<file path="config.mk">
export PLATFORM = sky130hd
export DESIGN_NAME = signed_avg_sat
export DESIGN_NICKNAME = d
export VERILOG_FILES = /design/src/rtl/signed_avg_sat.sv
export SDC_FILE = /design/constraint.sdc
export NUM_CORES = 1
export LEC_CHECK = 0
export BUFFER_PORTS_ARGS = -buffer_cell sky130_fd_sc_hd__buf_2
export CAP_MARGIN = 40
export CORE_ASPECT_RATIO = 0.5
export CORE_MARGIN = 2
export CORE_UTILIZATION = 53
export CTS_CLUSTER_DIAMETER = 60
export DETAILED_ROUTE_END_ITERATION = 16
export PLACE_DENSITY = 0.76
export SYNTH_ARGS = -nofsm -noshare
export SYNTH_HDL_FRONTEND = slang
export SYNTH_SLANG_ARGS = --single-unit
export TNS_END_PERCENT = 5
</file>
<file path="constraint.sdc">
create_clock -name clk -period 3 [get_ports clk]
set_input_delay 0.15 -clock clk [delete_from_list [all_inputs] [get_ports clk]]
set_output_delay 0.15 -clock clk [all_outputs]
set_load 0.03 [all_outputs]
</file>
<file path="src/rtl/signed_avg_sat.sv">
// Block averager: sums N = 2^LOG2_N signed samples, then holds a rounded,
// saturated average until the consumer handshakes it.
module signed_avg_sat #(
  parameter int unsigned IN_W   = 15,
  parameter int unsigned LOG2_N = 2,
  parameter int unsigned OUT_W  = 8
) (
  input  logic                    clk,
  input  logic                    rst,
  input  logic                    flush,
  input  logic                    in_valid,
  input  logic signed [IN_W-1:0]  in_data,
  output logic                    in_ready,
  output logic                    out_valid,
  input  logic                    out_ready,
  output logic signed [OUT_W-1:0] out_data,
  output logic                    out_sat
);

  localparam int unsigned ACC_W = IN_W + LOG2_N + 1;
  localparam int unsigned N     = 1 << LOG2_N;

  localparam logic [LOG2_N-1:0]       CNT_LAST = LOG2_N'(N - 1);
  localparam logic signed [ACC_W-1:0] RND      = ACC_W'(1 << (LOG2_N - 1));
  localparam logic signed [ACC_W-1:0] SAT_MAX  = ACC_W'((1 << (OUT_W - 1)) - 1);
  localparam logic signed [ACC_W-1:0] SAT_MIN  = -ACC_W'(1 << (OUT_W - 1));

  typedef enum logic {
    S_ACCUM = 1'b0,
    S_HOLD  = 1'b1
  } state_t;

  state_t                    r_state;
  state_t                    w_next_state;
  logic signed [ACC_W-1:0]   r_acc;
  logic [LOG2_N-1:0]         r_cnt;
  logic signed [OUT_W-1:0]   r_out_data;
  logic                      r_out_sat;

  logic                      w_accept;
  logic                      w_last;
  logic signed [ACC_W-1:0]   w_ext;
  logic signed [ACC_W-1:0]   w_sum;
  logic signed [ACC_W-1:0]   w_rnd;
  logic signed [ACC_W-1:0]   w_avg;
  logic signed [OUT_W-1:0]   w_sat_data;
  logic                      w_sat_flag;

  // State register
  always_ff @(posedge clk) begin
    if (rst) begin
      r_state <= S_ACCUM;
    end else begin
      r_state <= w_next_state;
    end
  end

  // Next-state and accept decode; flush outranks a same-cycle sample
  always_comb begin
    w_next_state = r_state;
    w_accept     = 1'b0;
    w_last       = 1'b0;
    case (r_state)
      S_ACCUM: begin
        if (!flush && in_valid) begin
          w_accept = 1'b1;
          if (r_cnt == CNT_LAST) begin
            w_last       = 1'b1;
            w_next_state = S_HOLD;
          end
        end
      end
      S_HOLD: begin
        if (out_ready) begin
          w_next_state = S_ACCUM;
        end
      end
      default: w_next_state = S_ACCUM;
    endcase
  end

  // Sum including the current sample, round half up, arithmetic shift, clip
  always_comb begin
    w_ext      = ACC_W'(in_data);
    w_sum      = r_acc + w_ext;
    w_rnd      = w_sum + RND;
    w_avg      = w_rnd >>> LOG2_N;
    w_sat_flag = 1'b0;
    w_sat_data = OUT_W'(w_avg);
    if (w_avg > SAT_MAX) begin
      w_sat_data = OUT_W'(SAT_MAX);
      w_sat_flag = 1'b1;
    end else if (w_avg < SAT_MIN) begin
      w_sat_data = OUT_W'(SAT_MIN);
      w_sat_flag = 1'b1;
    end
  end

  // Accumulator is cleared as soon as the result is captured, so HOLD exits clean
  always_ff @(posedge clk) begin
    if (rst) begin
      r_acc      <= '0;
      r_cnt      <= '0;
      r_out_data <= '0;
      r_out_sat  <= 1'b0;
    end else if (r_state == S_ACCUM && flush) begin
      r_acc <= '0;
      r_cnt <= '0;
    end else if (w_accept) begin
      if (w_last) begin
        r_acc      <= '0;
        r_cnt      <= '0;
        r_out_data <= w_sat_data;
        r_out_sat  <= w_sat_flag;
      end else begin
        r_acc <= w_sum;
        r_cnt <= r_cnt + LOG2_N'(1);
      end
    end
  end

  assign in_ready  = (r_state == S_ACCUM);
  assign out_valid = (r_state == S_HOLD);
  assign out_data  = r_out_data;
  assign out_sat   = r_out_sat;

endmodule

</file>
==> summary.txt <==
Power and ir drop
  – Worst vdd ir: 0.000195 V
  – LEAKAGE: 1.39 nW
  – Power, Total: 1.07 mW
  – PwrDens: 320 nW/um^2

Critical path
  – CP max stage cell: a2111o_1
  – Worst path cell trace: ha_2 -> inv_1 -> fa_2 -> nand2b_4 -> a211oi_4 -> buf_6 -> o21a_2 -> or3_4 -> and2_4 -> a2111o_1 -> a21o_1 -> a211o_1 -> o22ai_4 -> o32ai_1
  – Setup Crit Path Kind: flop to flop
  – CP max FO: 8
  – Crit-path max cell delay: 0.41 ns
  – Critical Path Source Type: flop
  – Worst setup EP type: flop
  – Data arrival, critical path: 3.44 ns
  – Critical path's top delay family: compound AO/OA/AOI/OAI gates
  – Worst path required time: 3.15 ns
  – Crit path buffers/inverters: 2

Finish
  – Finished Layout Cells: 458
  – FILL cells: 412
  – Area Growth Syn to Fin: 26.2%
  – Nets: 428
  – # diodes: 0
  – Ratio of cells with drive above 1 in the final layout: 36.6%
  – Design area: 3340 sq um

Synth
  – Synth Area per Inst: 8.45 sq um
  – Ys async rst share: 0%
  – Mapped Area: 2650 sq um
  – Cells after synthesis: 313
  – Sequential-to-total area share from yosys stat: 22.7%
  – Synth cell count leaders: nor2_1, dfxtp_1, a21oi_1
  – EDFF count, synth: 0
  – Yosys reg bits: 30
  – Area contributors post-synth: dfxtp_1, ha_1, nor2_1
  – Number of library cell types mapped by synthesis: 69
  – Syn_nets: 353
  – Main synth FF type: dfxtp_1
  – Post-synth top area share: 22.7%
  – Top-count cell post-synth: nor2_1
  – Leading area contributor after synthesis: dfxtp_1
  – Count of yosys warnings during synthesis: 0

Drt
  – DRC viols: 0
  – Pre-Repair DR Iteration Count: 4
  – Total Wirelength: 7140 um
  – Number of DRC markers in iteration 0: 131
  – Wirelength per Cell: 15.6 um
  – Via count: 2669
  – Post-DR vias/cell: 5.83
  – Routed Antenna Nets: 0

Floorplan
  – DIE AREA: 5610 sq um
  – Die W: 104 um
  – Core area: 4860 sq um
  – Initial core utilization: 54.4%
  – FP Rows: 18
  – Die height: 54.0 um
  – Ports: 31

Global routing
  – GRT overflow: 0
  – Vias in the first global route: 2478
  – Largest net degree at the start of global routing: 21
  – First-pass GRT wire length: 11400 um
  – Gr usage total: 25.8%
  – Initial antenna violation count: 0

Timing
  – Crit share post-route: 110%
  – Skew final: 0.00269 ns
  – Final Hold Viols: 0
  – PnR worst setup slack: -0.285 ns
  – Tmin final: 3.29 ns
  – F_max: 0.304 GHz
  – Slew margin rel.: 50.1%
  – Setup violations, final: 9
  – Actual slew at the worst max-slew pin: 0.748 ns
  – Final slew viol count: 0
  – RSZ-0062 raised after global routing: yes

Placed design
  – Routability cong.: 0.875
  – I/O Buffers: 30
  – Placed cell area: 3200 sq um
  – Placed instance count: 450
  – DP Worst Slack: -0.349 ns
  – DP HPWL: 5540 um

Hold path
  – Worst hold path type: input port to flop

Clocking
  – Cts bufs inserted: 5
  – H-tree depth: 2
  – Hold-fix buffers at CTS: 0
  – Clk sinks: 30
  – Worst-skew pair later-pin latency: 0.29 ns
  – CTS tree: built
  – Clock Path Buffers: 2
  – CTS clk-pin slew, worst paths: 0.06 ns
  – Clock root buffer: clkbuf_8

Flow run
  – Max-cap violation count: 0

Run status
  – Outcome: finished, violations left
  – Failing checks: setup timing
[registers in the layout (all words and copies together) (netlist names)]
signal     cells
out_data       8
out_sat        1
out_valid      1
r_acc         18
r_cnt          2
[worst paths after layout]
path                         start                        to  slack [ns]  depth (start not counted)
max          r_acc[0]$_SDFFE_PP0P_  out_data[4]$_SDFFE_PP0P_       -0.29                         14
min                      out_ready      out_valid$_SDFF_PP0_        0.13                          3
max reg2reg  r_acc[0]$_SDFFE_PP0P_  out_data[4]$_SDFFE_PP0P_       -0.29                         14
min reg2reg  r_cnt[1]$_SDFFE_PP0P_     r_cnt[1]$_SDFFE_PP0P_        0.46                          2
[layer usage]
layer	part of all wire, %	vias up	track usage (%)
met3	3.9	10	4.96
met1	47	1282	32.9
met4	0.85	0	7.88
li1	-	1314	-
met2	48	63	45.8
met5	0	-	0
[timing repair]
action	4_1_cts	5_1_grt
gates resized for setup	1	11
endpoints found under the setup margin	9	9
pin swaps	1	2
cloned	0	0
setup buffers	1	0
hold endpoints to repair	0	0
[kinds of logic (layout without fill, tap and decap cells)]
kind of cell	count (synthesis)	count (layout)	share of synthesized area (%)
flops	30	30	22.7
xor+xnor	22	22	8.99
simple gates	127	127	26.2
buf+inv	18	93	3.88
fa+ha+maj	20	20	9.74
compound gates	96	96	28.5
[where the power goes]
part	internal (mW)	total, mW	switching [mW]
clock	0.159	0.309	0.149
sequential	0.405	0.409	0.00430
combinational	0.160	0.349	0.188
total	0.725	1.07	0.342
[worst reg2reg max path: stages, from the launching register on]
cell and delay [ns]:
dfxtp_2 0.32, ha_2 0.18, inv_1 0.07, fa_2 0.20, nand2b_4 0.14, a211oi_4 0.06, buf_6 0.14, o21a_2 0.22
or3_4 0.39, and2_4 0.19, a2111o_1 0.41, a21o_1 0.19, a211o_1 0.29, o22ai_4 0.22, o32ai_1 0.13
[cell type report]
cell class,count,area [sq um],area share [%]
clock buffer,7,76.3,2.29
inverter,7,26.3,0.787
multi-input combinational,265,2020,60.6
sequential,30,602,18.0
tap,70,87.6,2.62
timing repair buffer,79,522,15.6
[stage by stage]
step | util, % | hold WS (ns) | setup TNS (ns)
final | 68.6 | 0.133 | -2.15
after global routing | 68.6 | 0.145 | -3.34
after CTS | 67.7 | 0.131 | -2.17
after detailed placement | 65.8 | 0.436 | -2.71
after global placement | 65.6 | 0.418 | -1.62
after floorplan | - | 0.332 | -0.381
[placed cells by master (no fill, tap or decap), drive strengths merged, types with 5 or more instances in the layout]
master  instances
a211oi          5
a21o            8
a21oi          27
a22oi          12
and2            7
and3            7
buf            79
clkbuf          7
dfxtp          30
ha             19
inv             7
nand2          21
nand2b          6
nand3           6
nand4           5
nor2           41
nor3           11
nor4            5
o211ai          5
o21ai          11
o32ai           7
or2             5
or3            10
xnor2          14
xor2            8
(Power assumes the default switching activity.)
